## config.mk

```make
export PLATFORM = sky130hd
export DESIGN_NAME = load_use_scoreboard
export DESIGN_NICKNAME = d
export VERILOG_FILES = /design/src/rtl/load_use_scoreboard_pkg.sv /design/src/rtl/load_use_scoreboard_sb_match.sv /design/src/rtl/load_use_scoreboard.sv
export SDC_FILE = /design/constraint.sdc
export NUM_CORES = 1
export LEC_CHECK = 0
export CAP_MARGIN = 15
export CORE_ASPECT_RATIO = 1.25
export CORE_UTILIZATION = 25
export DETAILED_ROUTE_END_ITERATION = 12
export PLACE_DENSITY_LB_ADDON = 0.12
export SLEW_MARGIN = 20
export SYNTH_ARGS = -nofsm -noshare
export SYNTH_HDL_FRONTEND = slang
export SYNTH_SLANG_ARGS = --single-unit
```

## constraint.sdc

```tcl
create_clock -name i_clk -period 2.8 [get_ports i_clk]
set_input_delay 0.42 -clock i_clk [delete_from_list [all_inputs] [get_ports i_clk]]
set_output_delay 0.42 -clock i_clk [all_outputs]
set_load 0.01 [all_outputs]
```

## src/rtl/load_use_scoreboard_pkg.sv

```systemverilog
// load_use_scoreboard_pkg: shared defaults and the scoreboard entry type
package load_use_scoreboard_pkg;
  localparam int SB_REG_W = 5;
  localparam int SB_MEM_STAGES = 2;
  typedef struct packed {
    logic                valid;
    logic [SB_REG_W-1:0] rd;
  } sb_entry_t;
endpackage

```

## src/rtl/load_use_scoreboard_sb_match.sv

```systemverilog
// sb_match: compares one ID source index against every in-flight load entry
module sb_match
  import load_use_scoreboard_pkg::*;
#(
  parameter int N = SB_MEM_STAGES
) (
  input  logic                i_req,
  input  logic [SB_REG_W-1:0] i_idx,
  input  sb_entry_t [N-1:0]   i_ents,
  output logic [N-1:0]        o_hit
);
  // x0 is hardwired zero, so it never matches a tracked load
  always_comb begin
    for (int k = 0; k < N; k++) o_hit[k] = i_req & (i_idx != '0) & i_ents[k].valid & (i_ents[k].rd == i_idx);
  end
endmodule

```

## src/rtl/load_use_scoreboard.sv

```systemverilog
// load_use_scoreboard: load-use hazard stall/bubble/forward control; LOAD_USE_SCOREBOARD_STATS_EN adds o_stall_cnt
module load_use_scoreboard
  import load_use_scoreboard_pkg::*;
#(
  parameter int MEM_STAGES = SB_MEM_STAGES,
  parameter int REG_W      = SB_REG_W
) (
  input  logic             i_clk,
  input  logic             i_rst,
  input  logic             i_id_valid,
  input  logic [REG_W-1:0] i_id_rs1,
  input  logic [REG_W-1:0] i_id_rs2,
  input  logic             i_id_use_rs1,
  input  logic             i_id_use_rs2,
  input  logic             i_id_memread,
  input  logic [REG_W-1:0] i_id_rd,
  input  logic             i_flush,
  output logic             o_stall,
  output logic             o_bubble,
  output logic             o_wb_load_valid,
  output logic [REG_W-1:0] o_wb_load_rd,
  output logic             o_fwd_rs1,
  output logic             o_fwd_rs2
`ifdef LOAD_USE_SCOREBOARD_STATS_EN
  ,
  output logic [31:0]      o_stall_cnt
`endif
);
  // only stages before the last still lack data; the last stage feeds the bypass
  localparam logic [MEM_STAGES-1:0] chk_mask = {MEM_STAGES{1'b1}} >> 1;
  sb_entry_t [MEM_STAGES-1:0] ents_q, ents_d;
  logic [MEM_STAGES-1:0] hit_rs1, hit_rs2;
  sb_match #(.N(MEM_STAGES)) u_match_rs1 (
    .i_req  (i_id_valid & i_id_use_rs1),
    .i_idx  (i_id_rs1),
    .i_ents (ents_q),
    .o_hit  (hit_rs1)
  );
  sb_match #(.N(MEM_STAGES)) u_match_rs2 (
    .i_req  (i_id_valid & i_id_use_rs2),
    .i_idx  (i_id_rs2),
    .i_ents (ents_q),
    .o_hit  (hit_rs2)
  );
  assign o_stall         = (|((hit_rs1 | hit_rs2) & chk_mask)) & ~i_flush;
  assign o_bubble        = o_stall | i_flush;
  assign o_fwd_rs1       = hit_rs1[MEM_STAGES-1] & ~o_stall;
  assign o_fwd_rs2       = hit_rs2[MEM_STAGES-1] & ~o_stall;
  assign o_wb_load_valid = ents_q[MEM_STAGES-1].valid;
  assign o_wb_load_rd    = ents_q[MEM_STAGES-1].rd;
  // an issuing load enters MEM1 while older entries advance unconditionally
  always_comb begin
    ents_d[0] = (i_id_valid & i_id_memread & (i_id_rd != '0) & ~o_stall & ~i_flush) ? {1'b1, i_id_rd} : '0;
    for (int k = 1; k < MEM_STAGES; k++) ents_d[k] = ents_q[k-1];
  end
  // scoreboard shift register; reset discards every in-flight load
  always_ff @(posedge i_clk) ents_q <= i_rst ? '0 : ents_d;
`ifdef LOAD_USE_SCOREBOARD_STATS_EN
  // saturating count of stall cycles
  always_ff @(posedge i_clk) o_stall_cnt <= i_rst ? '0 : o_stall_cnt + {31'd0, o_stall & ~&o_stall_cnt};
`endif
endmodule

```

======== Word level (Yosys, flattened, before mapping) ========
Cells that the tools add are included.
operators by class
  eq/ne operators ......................... 4
  mux-type cells .......................... 1
  reductions and logical operators ........ 4
  bitwise gates (word level) .............. 24
operators with widths
  operator            count
  == test 5 bit       4
  AND 1 bit           19
  nonzero test 5 bit  3
  2-to-1 mux 6 bit    1
  NOT 1 bit           3
  bitwise OR 1 bit    2
  OR reduction 2 bit  1
word-level totals
  register bits after elaboration ......... 12
  bits of input ports ..................... 22

======== Depth between registers and ports, before layout ========
  depth after elaboration ................. 11
  gate-level depth with buffers ........... 5

======== By module ========
Synthesis repeated with hierarchy kept, for this count alone.
unflattened totals
  cell total of the unflattened synthesis .. 71
  area total of the unflattened synthesis .. 661.9 um^2
modules (own cells, without submodules)
  module               cells each  times used  area an instance (um^2)
  load_use_scoreboard  35          1           394.1
  sb_match             18          2           133.9

======== Least setup slack after synthesis ========
No wires, ideal clock.
  kind .................................... in2out
  from .................................... input port i_id_rs1[0]
  to ...................................... output port o_bubble
  cell stages on the path ................. 4
  data required time ...................... 2380 ps
  arrival time ............................ 1733 ps
  setup slack ............................. 647 ps
  cell sequence ........................... or3_1 -> o311a_1 -> and4_4 -> or3_2
between the ends
  word-level cells in the longest chain between the ends .. 7
ends and longest elaborated chain
  element                  line                                source
  start, declared          load_use_scoreboard.sv:11           input logic [REG_W-1:0] i_id_rs1,
  nonzero test 5 bit       load_use_scoreboard_sb_match.sv:14  for (int k = 0; k < N; k++) o_hit[k] = i_req & (i_idx != '0) & i_ents[k].valid & (i_ents[k].rd == i_idx);
  AND 1 bit (2 in series)  load_use_scoreboard_sb_match.sv:14
  AND 1 bit (*)            load_use_scoreboard_sb_match.sv:14
  bitwise OR 1 bit (*)     load_use_scoreboard.sv:45           assign o_stall = (|((hit_rs1 | hit_rs2) & chk_mask)) & ~i_flush;
  AND 1 bit (*)            load_use_scoreboard.sv:45
  bitwise OR 1 bit (*)     load_use_scoreboard.sv:46           assign o_bubble = o_stall | i_flush;
  end, declared            load_use_scoreboard.sv:19           output logic o_bubble,
Mark *: on every way between the ends. The rest lies on a longest branch, timed or not.

======== Worst setup path in the final report ========
  from .................................... input port i_id_rs2[4]
  to ...................................... output port o_stall
between the ends
  word-level cells in the longest chain between the ends .. 6
ends and longest elaborated chain
  element                  line                                source
  start, declared          load_use_scoreboard.sv:12           input logic [REG_W-1:0] i_id_rs2,
  nonzero test 5 bit       load_use_scoreboard_sb_match.sv:14
  AND 1 bit (2 in series)  load_use_scoreboard_sb_match.sv:14
  AND 1 bit (*)            load_use_scoreboard_sb_match.sv:14
  bitwise OR 1 bit (*)     load_use_scoreboard.sv:45
  AND 1 bit (*)            load_use_scoreboard.sv:45
  end, declared            load_use_scoreboard.sv:18           output logic o_stall,
Marks and branches as above.

==> summary.txt <==
Setup path
  • FF-to-FF setup slack: about 1300 ps
  • R2r endpoint: ents_d[10]$_SDFF_PP0_
  • Crit Path Class: input port to output pin
  • Worst-path fanout max: 3
  • Critical Path RT: between 2000 and 2500 ps
  • Crit end category: output pin
  • Worst Path Arrival: between 2000 and 2500 ps
  • Reg2Reg Depth: 6
  • CP Launch Type: input port
  • Crit Reg-Reg Startpoint: ents_d[8]$_SDFF_PP0_

Synth
  • Mux contribution to synthesized area: 0
  • Largest family of logic cells by synthesized area: simple AND/OR/NAND/NOR gates
  • Post-Syn Instances: 65
  • Yosys warning count: 0
  • Sequential element share of the synthesized area: 0.371
  • #FFs+latches synth: 12
  • Simple-gate share of the synthesized area: 0.301
  • Xor/xnor share of the synthesized area: 0.270
  • Compound-Gate Fraction of Synth Area: 0.0579
  • Syn Nets: between 80 and 90
  • Post-synthesis adder-cell area fraction: 0
  • Cell variety after synth: 20
  • Post-synthesis cell area: around 650 um2
  • Synthesized area per cell: ~10 um2

GRT
  • Largest net degree at the start of global routing: 8
  • Initial antenna violation count: 0
  • Global-route wire length before repair: around 2.5 mm
  • Grt ovf: 0
  • GRT Util Overall: 0.128
  • Vias in the first global route: a little over 600

Timing
  • Least-Margin Pin Slew: 332 ps
  • Max Freq: roughly 370 MHz
  • Fin worst setup slack: roughly 67 ps
  • Rel. slew slack: 0.777
  • Setup Viol. Count Final: 0
  • Tmin final: approximately 2700 ps
  • Fin. max-slew vios: 0
  • Worst Clk Skew: 2.03 ps
  • Period Utilization, post-route: 0.976
  • RSZ-0062 raised after global routing: no
  • Hold Vio Cnt, Final: 0

Detailed routing
  • Routed Wire Length: 1.67 mm
  • DR vias/cell: around 4.3
  • Routed Antenna Nets: 0
  • # DRC: 0
  • Routed vias: roughly 610
  • DRT Pass-1 Iters: 3
  • DR iter-0 viols: 4
  • Post-DR wirelength/cell: 11.8 um

Power
  • Leak: 0.474 nW
  • Pwr Density: roughly 310 nW/um2
  • VDD IR max: approximately 0.00019 V

Floorplanning
  • Row cnt: 20
  • Die Wd: between 40 and 50 um
  • Die area: 2800 um2
  • Die H: just under 60 um
  • Core ar.: between 2000 and 2500 um2
  • Starting density of the core: 0.264
  • I/O pin count: 32

Final layout
  • Commonest non-fill, non-tap cell in the layout: clkdlybuf4s50_1
  • Non-Filler Instances: around 140
  • Fill cell count: approximately 270
  • # nets final: ~130
  • FF+latch area: roughly 240 um2
  • Footprint of the multi-input gates: roughly 420 um2
  • # diodes: 0
  • Layout cells sized above 1: 0.167
  • Most frequent cells in the layout: clkdlybuf4s50_1 (25), xor2_1 (15), dfxtp_1 (12)
  • Area grow syn2layout: 68.9%

Worst hold path
  • Min-Delay Path Class: flip-flop to flip-flop
  • Hold depth: 1
  • Min-delay src: ents_d[11]$_SDFF_PP0_
  • Hold EP: o_wb_load_valid$_SDFF_PP0_

CTS
  • Postcts setup bufs: 0
  • Root buffer cell: clkbuf_4
  • Clock Sinks: 12
  • Worst-path clk slew: ~60 ps
  • CTS Buf Count: 3
  • Max Root-Sink Buffers: 2
  • Clk_lat worst skew: 250 ps
  • H-Tree Level Count: 1
  • TritonCTS clock tree: done

Run
  • Max Cap Viol: 0

Placement
  • Cells after DPL: about 140
  • Hpwl dp: about 1.4 mm
  • GPL Wtd Cong: approximately 0.8
  • Place WS: -271 ps
  • Port Buffer Count: 31

Run status
  • Status: finished clean
synthesized netlist by cell type (all sizes together):
library cell / n / area (um2)
nor2: 3 / 11.3
o21ba: 1 / 10.0
nor4: 3 / 33.8
nor2b: 6 / 37.5
o311a: 2 / 20.0
nor3: 2 / 10.0
nand3b: 1 / 7.51
and4: 2 / 20.0
xor2: 15 / 131
o21a: 1 / 7.51
nand4: 1 / 6.26
or4: 1 / 7.51
xnor2: 5 / 43.8
nand3: 2 / 10.0
dfxtp: 12 / 240
or3: 3 / 20.0
and2: 5 / 31.3
layer usage:
metal | vias up | track usage | wire length [um]
met3 | 4 | 0.0215 | 117
met4 | 0 | 0.0714 | 30
met1 | 271 | 0.137 | 682
met5 | - | 0 | 0
met2 | 23 | 0.227 | 838
li1 | 314 | - | -
stage by stage:
step	instance area (um2)	utilization	total power [mW]	hold WS, ps	setup TNS, ps
floorplan	648	-	0.201	452	0
finish	1090	0.446	0.344	498	0
global placement	1070	0.435	0.255	484	-901
global route	1090	0.446	0.364	515	0
CTS	1090	0.444	0.350	497	-11.7
detailed placement	1070	0.435	0.255	484	-897
cell type report:
class	count	share of cell area
clock buffer	3	0.0206
timing repair buffer	40	0.342
tap	33	0.0377
sequential	12	0.219
multi-input combinational	53	0.381
state kept, by name, indices dropped and copies added (netlist names):
signal,count
ents_d,6
o_wb_load_rd,5
o_wb_load_valid,1
report_power, final:
group | switching, mW | leakage, nW | total (mW) | internal (mW)
sequential | 0.00261 | 0.0971 | 0.176 | 0.173
clock | 0.0444 | 0.0138 | 0.0938 | 0.0494
combinational | 0.0263 | 0.364 | 0.0742 | 0.0479
how the worst max path moves through the flow:
stage                      from        to  slack [ps]
finish              i_id_rs2[4]   o_stall          70
global route        i_id_rs1[0]   o_stall          10
CTS                 i_id_rs1[0]  o_bubble         -10
detailed placement  i_id_rs2[4]  o_bubble        -270
global placement    i_id_rs2[0]  o_bubble        -260
floorplan           i_id_rs1[0]  o_bubble         650
timing repair:
| item | 4_1_cts | 5_1_grt |
|---|---|---|
| endpoints found under the setup margin | 4 | 4 |
| hold buffers | 0 | 0 |
| gates cloned | 0 | 0 |
| pin swaps | 0 | 2 |
| endpoints found under the hold margin | 0 | 0 |
| gates resized for setup | 8 | 4 |
logic make-up after synthesis:
logic type	count (synthesis)
AND/OR/NAND/NOR	29
flip-flops	12
AO/OA/AOI/OAI	4
XOR/XNOR	20
critical path, cell delays in order:
cell and delay (ps):
clkdlybuf4s50_1 430, or3_1 370, o311a_1 310, and4_4 200, o21ba_4 200, buf_4 120, dlygate4sd2_1 270
Note: power is estimated with default switching activity, not from simulation.
